===== src/rtl/rrp_mult_arb.sv =====
// Round-robin arbiter and sequencer for one shared signed-digit multiplier.
// Products return through a credit-protected result FIFO, tagged with requester id.
module rrp_mult_arb #(
    parameter int RADIX      = 2,
    parameter int WIDTH      = 7,
    parameter int MULT_LAT   = 1,
    parameter int FIFO_DEPTH = 4,
    localparam int D = $clog2(RADIX) + 1,
    localparam int N = D * WIDTH,
    localparam int P = D * (2 * WIDTH + 1)
) (
    input  logic         clock,
    input  logic         reset,
    input  logic         req0_valid,
    output logic         req0_ready,
    input  logic [N-1:0] req0_x,
    input  logic [N-1:0] req0_y,
    input  logic         req1_valid,
    output logic         req1_ready,
    input  logic [N-1:0] req1_x,
    input  logic [N-1:0] req1_y,
    output logic [N-1:0] mult_x,
    output logic [N-1:0] mult_y,
    input  logic [P-1:0] mult_p,
    output logic         res_valid,
    input  logic         res_ready,
    output logic         res_id,
    output logic [P-1:0] res_p,
    output logic         busy
);
    localparam int AW = (FIFO_DEPTH > 1) ? $clog2(FIFO_DEPTH) : 1;
    localparam int CW = $clog2(FIFO_DEPTH + 1);
    localparam int SW = $clog2(FIFO_DEPTH + MULT_LAT + 2) + 1;

    logic [MULT_LAT:0] tag_valid_reg, tag_valid_next;
    logic [MULT_LAT:0] tag_id_reg, tag_id_next;
    logic [P:0]        fifo_mem [FIFO_DEPTH];
    logic [AW-1:0]     wr_ptr_reg, rd_ptr_reg;
    logic [CW-1:0]     count_reg;
    logic              rr_reg;
    logic [N-1:0]      mult_x_reg, mult_y_reg;

    logic [SW-1:0] inflight;
    logic          pop, push, can_issue, grant0, grant1, issue;

    always_comb begin
        inflight = '0;
        for (int i = 0; i <= MULT_LAT; i++) begin
            inflight = inflight + SW'(tag_valid_reg[i]);
        end
    end

    assign pop       = (count_reg != '0) & res_ready;
    assign push      = tag_valid_reg[MULT_LAT];
    // Every issued-but-unpopped product already owns a FIFO slot.
    assign can_issue = (SW'(count_reg) + inflight - SW'(pop)) < SW'(FIFO_DEPTH);

    // The pointer only matters when both requesters contend.
    assign grant0 = can_issue & req0_valid & (~req1_valid | ~rr_reg);
    assign grant1 = can_issue & req1_valid & (~req0_valid | rr_reg);
    assign issue  = grant0 | grant1;

    assign req0_ready = grant0;
    assign req1_ready = grant1;

    assign tag_valid_next[0] = issue;
    assign tag_id_next[0]    = grant1;
    genvar gi;
    generate
        for (gi = 1; gi <= MULT_LAT; gi++) begin : g_tag
            assign tag_valid_next[gi] = tag_valid_reg[gi-1];
            assign tag_id_next[gi]    = tag_id_reg[gi-1];
        end
    endgenerate

    always_ff @(posedge clock) begin
        if (reset) begin
            tag_valid_reg <= '0;
            tag_id_reg    <= '0;
            mult_x_reg    <= '0;
            mult_y_reg    <= '0;
            rr_reg        <= 1'b0;
        end else begin
            tag_valid_reg <= tag_valid_next;
            tag_id_reg    <= tag_id_next;
            mult_x_reg    <= grant0 ? req0_x : (grant1 ? req1_x : '0);
            mult_y_reg    <= grant0 ? req0_y : (grant1 ? req1_y : '0);
            if (req0_valid & req1_valid & can_issue) begin
                rr_reg <= ~rr_reg;
            end
        end
    end

    assign mult_x = mult_x_reg;
    assign mult_y = mult_y_reg;

    always_ff @(posedge clock) begin
        if (push) begin
            fifo_mem[wr_ptr_reg] <= {tag_id_reg[MULT_LAT], mult_p};
        end
    end

    always_ff @(posedge clock) begin
        if (reset) begin
            wr_ptr_reg <= '0;
            rd_ptr_reg <= '0;
            count_reg  <= '0;
        end else begin
            if (push) begin
                wr_ptr_reg <= (wr_ptr_reg == AW'(FIFO_DEPTH - 1)) ? '0 : wr_ptr_reg + 1'b1;
            end
            if (pop) begin
                rd_ptr_reg <= (rd_ptr_reg == AW'(FIFO_DEPTH - 1)) ? '0 : rd_ptr_reg + 1'b1;
            end
            case ({push, pop})
                2'b10:   count_reg <= count_reg + 1'b1;
                2'b01:   count_reg <= count_reg - 1'b1;
                default: count_reg <= count_reg;
            endcase
        end
    end

    assign res_valid = (count_reg != '0);
    assign res_id    = fifo_mem[rd_ptr_reg][P];
    assign res_p     = fifo_mem[rd_ptr_reg][P-1:0];
    assign busy      = (inflight != '0) | (count_reg != '0);

    a_no_overflow: assert property (@(posedge clock) disable iff (reset)
        !(push && !pop && (count_reg == CW'(FIFO_DEPTH))));
endmodule


===== config.mk =====
export PLATFORM = sky130hd
export DESIGN_NAME = rrp_mult_arb
export DESIGN_NICKNAME = d
export VERILOG_FILES = /design/src/rtl/rrp_mult_arb.sv
export SDC_FILE = /design/constraint.sdc
export NUM_CORES = 1
export LEC_CHECK = 0
export ABC_AREA = 1
export BUFFER_PORTS_ARGS = -buffer_cell sky130_fd_sc_hd__buf_2
export CAP_MARGIN = 20
export CORE_UTILIZATION = 39
export DETAILED_ROUTE_END_ITERATION = 7
export PLACE_DENSITY = 0.66
export REMOVE_ABC_BUFFERS = 1
export SLEW_MARGIN = 20
export SYNTH_ARGS = -nofsm -noshare
export SYNTH_HDL_FRONTEND = slang
export SYNTH_SLANG_ARGS = --single-unit

===== constraint.sdc =====
create_clock -name clock -period 2.8 [get_ports clock]
set_input_delay 0.56 -clock clock [delete_from_list [all_inputs] [get_ports clock]]
set_output_delay 0.56 -clock clock [all_outputs]
set_load 0.02 [all_outputs]

==> results.json <==
{
  "clkSinkCount": 166,
  "yosysMostFrequentCell": "edfxtp_1",
  "crit_chain": "ha_4 -> inv_1 -> ha_4 -> inv_2 -> ha_4 -> nand2_2 -> nor2_1 -> nor2_1 -> nand2_2 -> and3_4 -> buf_6",
  "fin_nets": 850,
  "rows": 47,
  "clk_latency_ps": 410,
  "htreeDepth": 4,
  "synthTopCellsByArea": "edfxtp_1 (56%), dfxtp_1 (13%), nor2_1 (5.4%)",
  "drc": 0,
  "outcome": "finished, final reports clean",
  "grt_usage": 0.170,
  "cts_tree": "done",
  "required_ps": 2240,
  "crit_arrival_ps": 2150,
  "vias": 4823,
  "syn2layout_area_growth_pct": 25.8,
  "crit_path_end_kind": "output pin",
  "pwr-share-comb": 0.410,
  "dieArea_mm2": 0.0177,
  "cts_buffer_depth": 2,
  "drive_gt1_frac": 0.305,
  "rsz0062_at_grt": "true",
  "switchingPower_mw": 3.44,
  "p_sw_frac": 0.388,
  "tns_ps": 0,
  "synth-seq-cells": 166,
  "ys.warnings.count": 0,
  "avgSynthCellArea_um2": 11.4,
  "max-cap-violations": 0,
  "start_util": 0.402,
  "antenna-diode-count": 0,
  "startpoint": "tag_valid_reg[1]$_SDFF_PP0_",
  "die_height_um": 133,
  "clock_skew_ps": 10.4,
  "ys_types": 26,
  "final_hold_viol_count": 0,
  "finalCritPeriodShare": 0.967,
  "cpPeakStageDelay_ps": 380,
  "die_x_um": 133,
  "grt_pass1_wl_um": 23000,
  "cpMostUsedCell": "ha_4",
  "grt_overflow": 0,
  "synth_flop_cell": "edfxtp_1",
  "core-area_mm2": 0.0166,
  "start_kind": "register",
  "pwr-share-clk": 0.239,
  "hold_start": "mult_p[1]",
  "yosysSeqAreaShare": 0.682,
  "slew-limit-headroom": 0.585,
  "root_buffer": "clkbuf_16",
  "layout_min_cycle_time_ps": 2710,
  "port_buffers": 153,
  "yosysTopAreaCell": "edfxtp_1",
  "leakage_nw": 3.46,
  "nFillCells": 1492,
  "cp_max_fo": 3,
  "io_pins": 154,
  "ir_worst_vdd_mv": 0.639,
  "r2r_start": "tag_valid_reg[1]$_SDFF_PP0_",
  "viasPerCell": 4.93,
  "hp-class": "primary input to register",
  "cp_slowest_cell": "dfxtp_4",
  "worst_pin_slew_ps": 622,
  "grt_max_degree": 63,
  "synth_edf_count": 124,
  "first_pass_iters": 5,
  "p_seq_frac": 0.351,
  "synth_commonest_cells": "edfxtp_1 (124), nor2_1 (97), o21ai_0 (69)",
  "rrSetupSlack_ps": 520,
  "wirelength_um": 14700,
  "grt_pass1_vias": 4675,
  "netlist_instances": 589,
  "max_freq_mhz": 369,
  "wire_per_inst_um": 15.0,
  "p_per_area_mw_per_mm2": 1050,
  "dp_hpwl_um": 8890,
  "crit_type": "register to output pin",
  "power_mw": 8.86,
  "ys_async_sr_fraction": 0,
  "globalplace.congestion": 0.786,
  "cts_made_buffers": 17,
  "syn_area_mm2": 0.00669,
  "drtIter0Drc": 219,
  "holdBufCountCts": 0,
  "p_int_mw": 5.42,
  "synth_top_cell_area_share": 0.557,
  "largest_reg_flops": 124,
  "setup_violations": 0,
  "clk_pin_slew_ps": 60,
  "slew_violations": 0,
  "ant_nets": 0,
  "antenna_found_initial": 1
}
[power groups by stage]
| stage | combinational (mW) | sequential, mW | clock [mW] |
|---|---|---|---|
| 6_report | 3.64 | 3.11 | 2.12 |
| 5_1_grt | 4.05 | 3.15 | 2.28 |
| 4_1_cts | 3.54 | 3.09 | 2.18 |
| 3_5_place_dp | 3.43 | 3.13 | 0 |
| 3_3_place_gp | 3.41 | 3.13 | 0 |
| 2_1_floorplan | 1.91 | 3.43 | 0 |
[repair_timing]
item | CTS | global route
pin swaps | 1 | 4
setup buffers | 2 | 7
gates resized for setup | 13 | 25
endpoints found under the hold margin | 0 | 0
endpoints found under the setup margin | 2 | 22
[final timing paths]
check | to | cells after the start
hold / removal | fifo_mem[0][1]$_DFFE_PP_ | 1
setup / recovery | req1_ready | 11
setup reg to reg | mult_x[9]$_SDFF_PP0_ | 15
hold reg to reg | tag_id_reg[1]$_SDFF_PP0_ | 2
[cell type report]
class                   instances  area [um2]  share of cell area
multi-input cells             328        1820               0.217
inverters                      58         231              0.0275
clock inverters                13         109              0.0129
repair buffers                175         968               0.115
well taps                     220         275              0.0327
clock buffers                  18         429              0.0510
flip-flops and latches        166        4580               0.544
[cell usage in the layout (no fill, tap or decap), drive strengths merged]
cell type,Yosys,final
o22ai,31,31
o211a,1,1
nand2,43,43
and3,1,1
dfxtp,42,42
o21bai,28,28
nand3,5,5
bufinv,0,1
edfxtp,124,124
inv,57,59
nor2,97,97
a21oi,6,6
nor3,1,1
ha,12,12
o21a,1,1
nand4,31,31
clkbuf,23,18
clkinvlp,0,5
fa,1,1
o21ai,70,70
buf,14,175
clkinv,1,6
[kinds of logic (layout without fill, tap and decap cells)]
| group | after synthesis | in the layout | synth area share |
|---|---|---|---|
| AO/OA/AOI/OAI | 137 | 137 | 0.120 |
| AND/OR/NAND/NOR | 178 | 178 | 0.114 |
| flip-flops | 166 | 166 | 0.682 |
| adder cells (fa/ha/maj) | 13 | 13 | 0.0254 |
| buffers and inverters | 95 | 264 | 0.0582 |
[critical path, delay by kind of cell (launching register included)]
family / cells / cell delay (ps)
adder cells (fa/ha/maj): 3 / 630
AND/OR/NAND/NOR: 5 / 500
flip-flops: 1 / 380
buffers and inverters: 3 / 210
[routing by layer]
layer | part of all wire | vias up | global-route usage
met2 | 0.49 | 163 | 0.291
met5 | 0 | - | 0
met4 | 0.0062 | 0 | 0.0460
met3 | 0.088 | 6 | 0.0659
met1 | 0.41 | 2277 | 0.199
li1 | - | 2377 | -
[per-stage QoR]
step / hold WS (ps) / cells / area (um2) / worst slack, ps / util
floorplan: 388 / 552 / 6520 / -1100 / -
global placement: 406 / 938 / 7680 / 290 / 0.462
detailed placement: 406 / 938 / 7680 / 257 / 0.462
CTS: 340 / 971 / 8280 / 4.89 / 0.498
global route: 337 / 978 / 8420 / -25.0 / 0.506
finish: 361 / 978 / 8420 / 93.2 / 0.506
No activity file was read; power rests on OpenSTA's default activity.
